$ cat config.mk
export PLATFORM = sky130hd
export DESIGN_NAME = instr_sequencer
export DESIGN_NICKNAME = d
export VERILOG_FILES = /design/src/rtl/cpu_pkg.sv /design/src/rtl/instr_decode.sv /design/src/rtl/instr_sequencer.sv
export SDC_FILE = /design/constraint.sdc
export NUM_CORES = 1
export LEC_CHECK = 0
export BUFFER_PORTS_ARGS = -buffer_cell sky130_fd_sc_hd__buf_2
export CAP_MARGIN = 10
export CORE_ASPECT_RATIO = 0.6
export CORE_MARGIN = 1
export CORE_UTILIZATION = 40
export CTS_BUF_LIST = sky130_fd_sc_hd__clkbuf_8
export DETAILED_ROUTE_END_ITERATION = 8
export PLACE_DENSITY = 0.67
export SKIP_LAST_GASP = 1
export SLEW_MARGIN = 0
export SYNTH_ARGS = -nofsm -noshare
export SYNTH_HDL_FRONTEND = slang
export SYNTH_SLANG_ARGS = --single-unit
export TNS_END_PERCENT = 5
$ cat constraint.sdc
create_clock -name clk -period 1.87 [get_ports clk]
set_input_delay 0.4675 -clock clk [delete_from_list [all_inputs] [get_ports clk]]
set_output_delay 0.4675 -clock clk [all_outputs]
set_load 0.02 [all_outputs]
$ cat src/rtl/cpu_pkg.sv
// Shared definitions for the 8-bit processor control path.
// Holds the opcode map, instruction-field positions, FSM states,
// register-file write-source codes and ALU function codes.
package cpu_pkg;

  localparam int PC_W = 8;
  localparam int IW   = 19;

  // Instruction field positions: [18:15] op, [14:10] Rx, [9:5] Ry, [4:0] Rz
  localparam int OP_MSB  = 18;
  localparam int OP_LSB  = 15;
  localparam int RX_MSB  = 14;
  localparam int RX_LSB  = 10;
  localparam int RY_MSB  = 9;
  localparam int RY_LSB  = 5;
  localparam int RZ_MSB  = 4;
  localparam int RZ_LSB  = 0;
  localparam int IMM_MSB = 9;
  localparam int IMM_LSB = 2;
  // Jump encoding reuses the register fields: flag index and absolute target
  localparam int JK_MSB  = 14;
  localparam int JK_LSB  = 13;
  localparam int JT_MSB  = 12;
  localparam int JT_LSB  = 5;

  localparam logic [3:0] OP_ADD  = 4'b0000;
  localparam logic [3:0] OP_CMP  = 4'b0001;
  localparam logic [3:0] OP_SUB  = 4'b0010;
  localparam logic [3:0] OP_INC  = 4'b0011;
  localparam logic [3:0] OP_MOV  = 4'b0100;
  localparam logic [3:0] OP_LDM  = 4'b0101;
  localparam logic [3:0] OP_STM  = 4'b0110;
  localparam logic [3:0] OP_LDI  = 4'b0111;
  localparam logic [3:0] OP_JF0  = 4'b1000;
  localparam logic [3:0] OP_JF1  = 4'b1001;
  localparam logic [3:0] OP_HLT  = 4'b1111;

  localparam logic [1:0] WSEL_ALU = 2'b00;
  localparam logic [1:0] WSEL_MEM = 2'b01;
  localparam logic [1:0] WSEL_IMM = 2'b10;
  localparam logic [1:0] WSEL_RB  = 2'b11;

  localparam logic [1:0] FS_ADD = 2'b00;
  localparam logic [1:0] FS_CMP = 2'b01;
  localparam logic [1:0] FS_SUB = 2'b10;
  localparam logic [1:0] FS_INC = 2'b11;

  typedef enum logic [2:0] {
    S_FETCH,
    S_DECODE,
    S_EXEC,
    S_MEM,
    S_HALT
  } state_e;

  typedef enum logic [3:0] {
    CL_ALU,
    CL_CMP,
    CL_MOV,
    CL_LD,
    CL_JMP,
    CL_MEM_LD,
    CL_MEM_ST,
    CL_HLT,
    CL_NOP
  } iclass_e;

endpackage

$ cat src/rtl/instr_decode.sv
// Purpose: combinational decode of the instruction register into datapath controls.
// Latency: zero cycles (pure combinational).
// Backpressure: none; outputs follow ir_i and are qualified by the sequencer strobes.
// Ports: ir_i instruction word; ra_o/rb_o read addresses; wa_o write address;
//        wsel_o write source; alu_fs_o ALU function; imm_o LD immediate; class_o kind.
module instr_decode
  import cpu_pkg::*;
(
  input  logic [IW-1:0] ir_i,
  output logic [4:0]    ra_o,
  output logic [4:0]    rb_o,
  output logic [4:0]    wa_o,
  output logic [1:0]    wsel_o,
  output logic [1:0]    alu_fs_o,
  output logic [7:0]    imm_o,
  output iclass_e       class_o
);

  logic [3:0] op;
  logic [4:0] rx;
  logic [4:0] ry;
  logic [4:0] rz;

  assign op    = ir_i[OP_MSB:OP_LSB];
  assign rx    = ir_i[RX_MSB:RX_LSB];
  assign ry    = ir_i[RY_MSB:RY_LSB];
  assign rz    = ir_i[RZ_MSB:RZ_LSB];
  assign imm_o = ir_i[IMM_MSB:IMM_LSB];

  always_comb begin
    ra_o     = '0;
    rb_o     = '0;
    wa_o     = '0;
    wsel_o   = WSEL_ALU;
    alu_fs_o = FS_ADD;
    class_o  = CL_NOP;
    case (op)
      OP_ADD, OP_SUB: begin
        ra_o     = ry;
        rb_o     = rz;
        wa_o     = rx;
        alu_fs_o = op[1:0];  // ADD/SUB encodings double as the ALU code
        class_o  = CL_ALU;
      end
      OP_CMP: begin
        ra_o     = rx;
        rb_o     = ry;
        alu_fs_o = FS_CMP;
        class_o  = CL_CMP;
      end
      OP_INC: begin
        ra_o     = rx;
        wa_o     = rx;
        alu_fs_o = FS_INC;
        class_o  = CL_ALU;
      end
      OP_MOV: begin
        rb_o    = rx;
        wa_o    = ry;
        wsel_o  = WSEL_RB;
        class_o = CL_MOV;
      end
      OP_LDI: begin
        wa_o    = rx;
        wsel_o  = WSEL_IMM;
        class_o = CL_LD;
      end
      OP_LDM: begin
        ra_o    = rx;  // address
        wa_o    = ry;
        wsel_o  = WSEL_MEM;
        class_o = CL_MEM_LD;
      end
      OP_STM: begin
        ra_o    = ry;  // address
        rb_o    = rx;  // data
        class_o = CL_MEM_ST;
      end
      OP_JF0, OP_JF1: class_o = CL_JMP;
      OP_HLT:         class_o = CL_HLT;
      default:        class_o = CL_NOP;
    endcase
  end

endmodule

$ cat src/rtl/instr_sequencer.sv
// Purpose: multi-cycle fetch/decode/execute control unit; owns PC, IR and flags.
// Latency: 3 cycles per ALU/MOV/LD/jump/NOP, 4 per load/store, +1 per memory wait.
// Backpressure: holds imem_req/dmem_req high until the matching ack is sampled.
// Ports: imem_* fetch handshake; rf_* register-file controls; imm/alu_fs datapath
//        controls; alu_flag ALU status in; dmem_* data handshake; flags, halted status.
module instr_sequencer
  import cpu_pkg::*;
(
  input  logic            clk,
  input  logic            rst,
  output logic            imem_req,
  output logic [PC_W-1:0] imem_addr,
  input  logic            imem_ack,
  input  logic [IW-1:0]   imem_data,
  output logic [4:0]      rf_ra,
  output logic [4:0]      rf_rb,
  output logic [4:0]      rf_wa,
  output logic            rf_we,
  output logic [1:0]      rf_wsel,
  output logic [7:0]      imm,
  output logic [1:0]      alu_fs,
  input  logic [3:0]      alu_flag,
  output logic            dmem_req,
  output logic            dmem_we,
  input  logic            dmem_ack,
  output logic [3:0]      flags,
  output logic            halted
);

  state_e          state_q;
  logic [PC_W-1:0] pc_q;
  logic [IW-1:0]   ir_q;
  logic [3:0]      f_q;

  iclass_e         dec_class;
  logic [1:0]      jmp_k;
  logic [PC_W-1:0] jmp_target;
  logic            jmp_taken;

  instr_decode u_decode (
    .ir_i     (ir_q),
    .ra_o     (rf_ra),
    .rb_o     (rf_rb),
    .wa_o     (rf_wa),
    .wsel_o   (rf_wsel),
    .alu_fs_o (alu_fs),
    .imm_o    (imm),
    .class_o  (dec_class)
  );

  // Opcode LSB selects the flag polarity that makes the jump taken.
  assign jmp_k      = ir_q[JK_MSB:JK_LSB];
  assign jmp_target = ir_q[JT_MSB:JT_LSB];
  assign jmp_taken  = (f_q[jmp_k] == ir_q[OP_LSB]);

  always_ff @(posedge clk or posedge rst) begin
    if (rst) begin
      state_q <= S_FETCH;
      pc_q    <= '0;
      ir_q    <= '0;
      f_q     <= '0;
    end else begin
      case (state_q)
        S_FETCH: begin
          if (imem_ack) begin
            ir_q    <= imem_data;
            pc_q    <= pc_q + PC_W'(1);
            state_q <= S_DECODE;
          end
        end
        S_DECODE: state_q <= S_EXEC;
        S_EXEC: begin
          state_q <= S_FETCH;
          case (dec_class)
            CL_ALU, CL_CMP:       f_q <= alu_flag;
            CL_JMP:               if (jmp_taken) pc_q <= jmp_target;
            CL_MEM_LD, CL_MEM_ST: state_q <= S_MEM;
            CL_HLT:               state_q <= S_HALT;
            default:              ;
          endcase
        end
        S_MEM:   if (dmem_ack) state_q <= S_FETCH;
        S_HALT:  state_q <= S_HALT;
        default: state_q <= S_FETCH;
      endcase
    end
  end

  // Strobes are gated by rst so they drop in the same cycle reset is raised,
  // even though the state register already sits in FETCH during reset.
  assign imem_req  = !rst && (state_q == S_FETCH);
  assign imem_addr = pc_q;
  assign dmem_req  = !rst && (state_q == S_MEM);
  assign dmem_we   = dmem_req && (dec_class == CL_MEM_ST);
  // Memory loads write back in the ack cycle itself, the only ack-dependent strobe.
  assign rf_we     = !rst &&
                     (((state_q == S_EXEC) &&
                       (dec_class == CL_ALU || dec_class == CL_MOV || dec_class == CL_LD)) ||
                      ((state_q == S_MEM) && (dec_class == CL_MEM_LD) && dmem_ack));
  assign flags     = f_q;
  assign halted    = (state_q == S_HALT);

endmodule

==> reports/metrics.yaml, run 1 <==
status:
  run_status: "finished with violations"
  violations: "negative setup slack"
global_route:
  grt_max_degree: 35
  antenna_found_initial: 0
  grt-ovfl-total: 0
  grt_pass1_wl_um: 9790
  track_usage: 0.239
  grt_pass1_vias: 1924
clock_network:
  cts_sinks: 34
  ctsRootBufferMaster: "clkbuf_8"
  cts_buffers: 5
  clkLatencyLatePin_ns: 0.29
  clkTransAtPathRegs_ns: 0.07
  clockBufferDepth: 2
  htree_num_levels: 2
  cts_tree: "done"
sta:
  fin_skew_ns: 0.00420
  rsz0062_at_grt: "yes"
  maxSlewHeadroom: 0.696
  setup_viol: 21
  final.min_clock_period_ns: 1.99
  fmax_mhz: 502
  fin_crit_sh: 1.06
  worst_slack_ns: -0.120
  finalMaxSlewViolations: 0
  whs_ns: 0.333
  hold_violations: 0
  worstMarginPinSlew_ns: 0.456
floorplan:
  die_h_um: 58.0
  core-area_mm2: 0.00478
  placementRows: 19
  die_area_mm2: 0.00552
  fp.dieW_um: 95.3
  start_util: 0.437
  num_io_pins: 71
cells_and_area:
  fin_nets: 359
  drive_above_1_share: 0.417
  stdcell_area_mm2: 0.00282
  utilization: 0.591
  syn_to_final_growth_pct: 35.3
  diodes: 0
drt:
  wl_per_cell_um: 15.9
  drt_pass1_iterations: 4
  num_vias: 2088
  first_iter_violations: 112
  via_per_inst: 5.30
  drc_errors: 0
  antenna_left: 0
  routed_wl_um: 6260
yosys:
  synth_nets: 274
  synthFlopType: "dfrtp_1"
  synthTopCellsByArea: "dfrtp_1 41%, nand2_1 11%, mux2i_1 4.3%"
  synth_commonest_cells: "63 x nand2_1, 34 x dfrtp_1, 17 x nor2_1"
  avgSynthCellArea_um2: 8.48
  syn_inst: 246
  synth_edf_count: 0
  yosysTopAreaCell: "dfrtp_1"
  async_reset_ff_frac: 1.00
  yosys_warnings: 0
  synth_seq_cells: 34
  synth_area_mm2: 0.00209
  synth_top_area_frac: 0.408
  ys_types: 47
  ys_seq_area_frac: 0.408
  post-synth-top-count-cell: "nand2_1"
worst_hold_path:
  hold_path_class: "primary input to asynchronous set/reset pin"
power_and_ir_drop:
  p_leak_nw: 1.39
  max-vdd-ir-drop_mv: 0.959
  p_total_mw: 5.97
  power-per-cell-area_mw_per_mm2: 2110
place:
  numPortBuffers: 70
  placed_cell_area_mm2: 0.00261
  pre_cts_slack_ns: 0.0475
  hpwl_um: 4590
  globalplace.congestion: 0.859
critical_path:
  crit_chain: "nor2b_4 > nand3_2 > o21ai_2 > a22oi_2 > nor4_4 > buf_4"
  crit_start: "ir_q[16]"
  path_max_fanout: 7
  slowest_stage: "dfrtp_2"
  rr_startpoint: "ir_q[17]"
  cp-start-kind: "flop"
  cpPeakStageDelay_ns: 0.47
  worstSetupPathType: "flop to primary output"
  cp.required_ns: 1.40
  endpoint_kind: "primary output"
  arrival_ns: 1.52
run:
  cap_viol_max_count: 0
==> timing repair <==
action | in CTS | in global routing
pin swaps | 1 | 1
setup endpoints to repair | 19 | 26
setup buffers | 2 | 3
resized for setup | 15 | 8
hold buffers | 0 | 0
endpoints found under the hold margin | 0 | 0
==> cells in the final DEF, fill, tap and decap left out, types with 2 or more instances in the layout <==
cell / count
a21oi_1: 6
a22oi_1: 5
a22oi_2: 2
a311oi_1: 2
a31oi_1: 3
buf_2: 66
buf_4: 34
clkbuf_8: 6
dfrtp_1: 31
dfrtp_2: 3
inv_1: 5
mux2_2: 4
mux2i_1: 9
nand2_1: 63
nand2b_1: 3
nand3_1: 3
nand4_1: 4
nor2_1: 16
nor2_2: 2
nor3_1: 13
nor3b_4: 2
o211ai_1: 2
o21a_1: 2
o21ai_0: 10
o21ai_1: 3
o21ai_2: 2
or2_4: 2
or3_1: 2
or4b_4: 2
==> stage by stage <==
stage | instances | setup TNS, ns
5_1_grt | 394 | -3.46
3_3_place_gp | 382 | 0
6_report | 394 | -1.33
4_1_cts | 391 | -1.34
3_5_place_dp | 382 | 0
2_1_floorplan | 246 | -0.0646
==> power breakdown <==
| part | switching, mW | leakage [nW] | total, mW | internal [mW] |
|---|---|---|---|---|
| logic | 2.13 | 0.923 | 3.67 | 1.54 |
| registers | 0.518 | 0.412 | 1.61 | 1.09 |
| clock network | 0.262 | 0.0573 | 0.688 | 0.426 |
| total | 2.91 | 1.39 | 5.97 | 3.06 |
==> per-layer routing <==
| layer | track usage | wire length [µm] | vias to the layer above | part of all wire |
|---|---|---|---|---|
| met5 | 0 | 0 | - | 0 |
| met2 | 0.320 | 2560 | 89 | 0.41 |
| met4 | 0.0606 | 33 | 0 | 0.0053 |
| li1 | - | - | 1016 | - |
| met1 | 0.374 | 3120 | 979 | 0.50 |
| met3 | 0.0630 | 556 | 4 | 0.089 |
==> area by class of cell <==
cell class                 instances  area [µm²]
fill                             432        1960
multi-input combinational        185        1170
sequential                        34         855
timing repair buffer             100         586
clock buffer                       6        82.6
tap                               63        78.8
clock inverter                     1        30.0
inverter                           5        18.8
==> state kept, by name (all words and copies together), names as in the netlist <==
register and count:
state_q 3, flags 4, imem_addr 8, ir_q 19
==> kinds of logic after synthesis <==
| group | synth area share |
|---|---|
| buffers and inverters | 0.0743 |
| AO/OA/AOI/OAI | 0.136 |
| adder cells (fa/ha/maj) | 0.00599 |
| flip-flops | 0.408 |
| XOR/XNOR | 0.0162 |
| multiplexers | 0.0755 |
| AND/OR/NAND/NOR | 0.284 |
==> critical path, delay by kind of cell (launching register included) <==
kind / cells / cell delay [ns]
AOI/OAI and AO/OA: 2 / 0.21
buffers and inverters: 1 / 0.17
DFF: 1 / 0.47
and+or+nand+nor: 3 / 0.39
==> worst paths after layout <==
path                                end  slack, ns  depth (start not counted)
max                               rf_we      -0.12                          6
min                            flags[0]       0.33                          3
max reg2reg                imem_addr[6]      -0.06                          6
min reg2reg                     ir_q[1]       0.49                          2
max in group asynchronous      ir_q[15]       1.19                          3
min in group clk                ir_q[5]       0.36                          3
(Power assumes the default switching activity.)
==> inputs of run 2 (changes only) <==
--- a/config.mk
+++ b/config.mk
@@ -12,7 +12,7 @@
 export CORE_UTILIZATION = 40
 export CTS_BUF_LIST = sky130_fd_sc_hd__clkbuf_8
 export DETAILED_ROUTE_END_ITERATION = 8
-export PLACE_DENSITY = 0.67
+export PLACE_DENSITY = 0.73
 export SKIP_LAST_GASP = 1
 export SLEW_MARGIN = 0
 export SYNTH_ARGS = -nofsm -noshare
==> run 2 against run 1 <==
  * The flow still finishes with violations (negative setup slack)
  * Highest routed layer unchanged
  * Clock power down 2.9%
  * Maximum frequency is 2.6% lower
  * Critical path type unchanged
  * Global-route usage rose by 0.60 points
  * Critical path depth stayed put
  * First-iteration DRC count rose by 5.4%
  * Largest power group unchanged
  * Final cell count rose by 0.51%
==> reports/metrics.yaml, run 2 (synthesized netlist as in run 1, its figures left out) <==
sta:
  rsz0062_at_grt: "yes"
  finalMaxSlewViolations: 0  # unchanged
  worst_slack_ns: -0.174  # -0.0537 ns
  final.min_clock_period_ns: 2.04  # +0.0537 ns
  worstMarginPinSlew_ns: 0.443  # -0.0126 ns
  whs_ns: 0.329  # -0.00444 ns
  fin_crit_sh: 1.09  # +0.0287
  setup_viol: 23  # +9.5%
  maxSlewHeadroom: 0.705  # +0.00843
  fin_skew_ns: 0.00579  # +0.00159 ns
  hold_violations: 0  # unchanged
  finalSetupTns_ns: -2.29  # -0.959 ns
  fmax_mhz: 489  # -2.6%
critical_path:
  cp-start-kind: "flop"
  arrival_ns: 1.58  # +0.06 ns
  worstSetupPathType: "flop to primary output"
  rr_endpoint: "imem_addr[3]"
  cp.required_ns: 1.40  # about the same
  crit_start: "ir_q[17]"
  rr_worst_depth: 5  # -1
  rrSetupSlack_ns: -0.14  # -0.08 ns
  endpoint_kind: "primary output"
  rr_startpoint: "ir_q[16]"
  path_max_fanout: 6  # -1
clock_network:
  clkLatencyLatePin_ns: 0.29  # about the same
  cts_tree: "done"
  cts_sinks: 34  # unchanged
  cts_hold_buffers: 0  # unchanged
  clkTransAtPathRegs_ns: 0.07  # about the same
  ctsRootBufferMaster: "clkbuf_8"
  htree_num_levels: 2  # unchanged
  cts_buffers: 5  # unchanged
  clockBufferDepth: 2  # unchanged
power_and_ir_drop:
  p_seq_frac: 0.267  # -0.003
  p_switching_mw: 2.97  # +1.9%
  power_frac_clock: 0.111  # -0.004
  max-vdd-ir-drop_mv: 0.931  # -2.9%
  p_comb_frac: 0.622  # +0.007
  p_total_mw: 6.04  # +1.3%
  sw_frac_of_total: 0.491  # +0.00324
  p_leak_nw: 1.40  # +0.59%
  power-per-cell-area_mw_per_mm2: 2120  # +0.16%
  intPower_mw: 3.08  # +0.62%
drt:
  wl_per_cell_um: 16.1  # +1.4%
  num_vias: 2168  # +3.8%
  via_per_inst: 5.47  # +3.3%
  routed_wl_um: 6380  # +1.9%
  drt_pass1_iterations: 5  # +1
  first_iter_violations: 118  # +5.4%
  antenna_left: 0  # unchanged
  drc_errors: 0  # unchanged
cells_and_area:
  syn_to_final_growth_pct: 36.8
  drive_above_1_share: 0.426  # +0.00951
  largest_reg_flops: 19  # unchanged
  regMostFlops: "ir_q"
  layout.cells.non_filler: 396  # +0.51%
  utilization: 0.597  # +0.00655
  fin_nets: 360  # +0.28%
  layout_common_cells: "66 x buf_2, 63 x nand2_1, 31 x buf_4"
  layout_commonest_cell: "buf_2"
  diodes: 0  # unchanged
global_route:
  antenna_found_initial: 0  # unchanged
  grt_max_degree: 35  # unchanged
  grt_pass1_wl_um: 10200  # +3.7%
  grt-ovfl-total: 0  # unchanged
  track_usage: 0.245  # +0.00598
  grt_pass1_vias: 2068  # +7.5%
place:
  numPortBuffers: 70  # unchanged
  globalplace.congestion: 0.944  # +9.9%
  placed_cells: 385  # +0.79%
  hpwl_um: 4700  # +2.4%
worst_hold_path:
  hold_path_class: "primary input to asynchronous set/reset pin"
floorplan:
  num_io_pins: 71  # unchanged
  die_area_mm2: 0.00552  # unchanged
  fp.dieW_um: 95.3  # unchanged
  die_h_um: 58.0  # unchanged
  core-area_mm2: 0.00478  # unchanged
  placementRows: 19  # unchanged
  start_util: 0.437  # unchanged
run:
  cap_viol_max_count: 0  # unchanged
status:
  violations: "negative setup slack"
  run_status: "finished with violations"
run 2: cell count changes in the layout (fill, tap and decap cells not counted), moves of 2 or more:
cell	previous run	this run
buf_4	34	31
dfrtp_1	31	28
dfrtp_2	3	6
buf_6	0	2
clkinv_2	0	2
run 2: worst max path at each step:
stage / endpoint / cells past startpoint
floorplan: rf_rb[0] / 3
global placement: imem_addr[6] / 5
detailed placement: imem_addr[3] / 4
CTS: rf_wa[2] / 6
global route: rf_ra[1] / 5
finish: rf_wa[2] / 6
run 2: layout make-up:
cell class | count | area, µm²
clock buffers | 5 | 68.8
well taps | 63 | 78.8
multi-input cells | 185 | 1170
clock inverters | 3 | 40.0
repair buffers | 101 | 621
inverters | 5 | 18.8
fillers | 427 | 1920
flip-flops and latches | 34 | 858
run 2: what timing repair did:
item                       in CTS  in global routing
setup buffers                   2                  1
pin swaps                       3                  2
gates resized for setup        22                  9
hold endpoints to repair        0                  0
setup endpoints to repair      22                 28
run 2: critical path, stage by stage (launching register included):
cell and delay (ns):
dfrtp_2 0.46, buf_8 0.15, o21ai_4 0.13, buf_6 0.13, a22oi_1 0.08, nor2_1 0.17
buf_4 0.17
run 2: metrics by stage:
step | instance area, µm² | worst slack [ns]
after floorplan | 2130 | -0.0120
after global placement | 2640 | 0.0877
after detailed placement | 2640 | -0.0173
after CTS | 2830 | -0.139
after global routing | 2850 | -0.206
final | 2850 | -0.174
run 2: power groups by stage:
stage	Sequential (mW)	Combinational [mW]	Clock, mW
final	1.61	3.76	0.668
after global routing	1.66	4.04	0.713
after CTS	1.59	3.66	0.681
after detailed placement	1.58	3.46	0
after global placement	1.56	3.40	0
after floorplan	1.55	2.24	0
run 2: routing by layer:
metal,vias up,global-route usage,wire [µm]
li1,1020,-,-
met1,1017,0.364,3050
met2,117,0.348,2650
met3,14,0.0564,586
met4,0,0.0844,103
met5,-,0,0
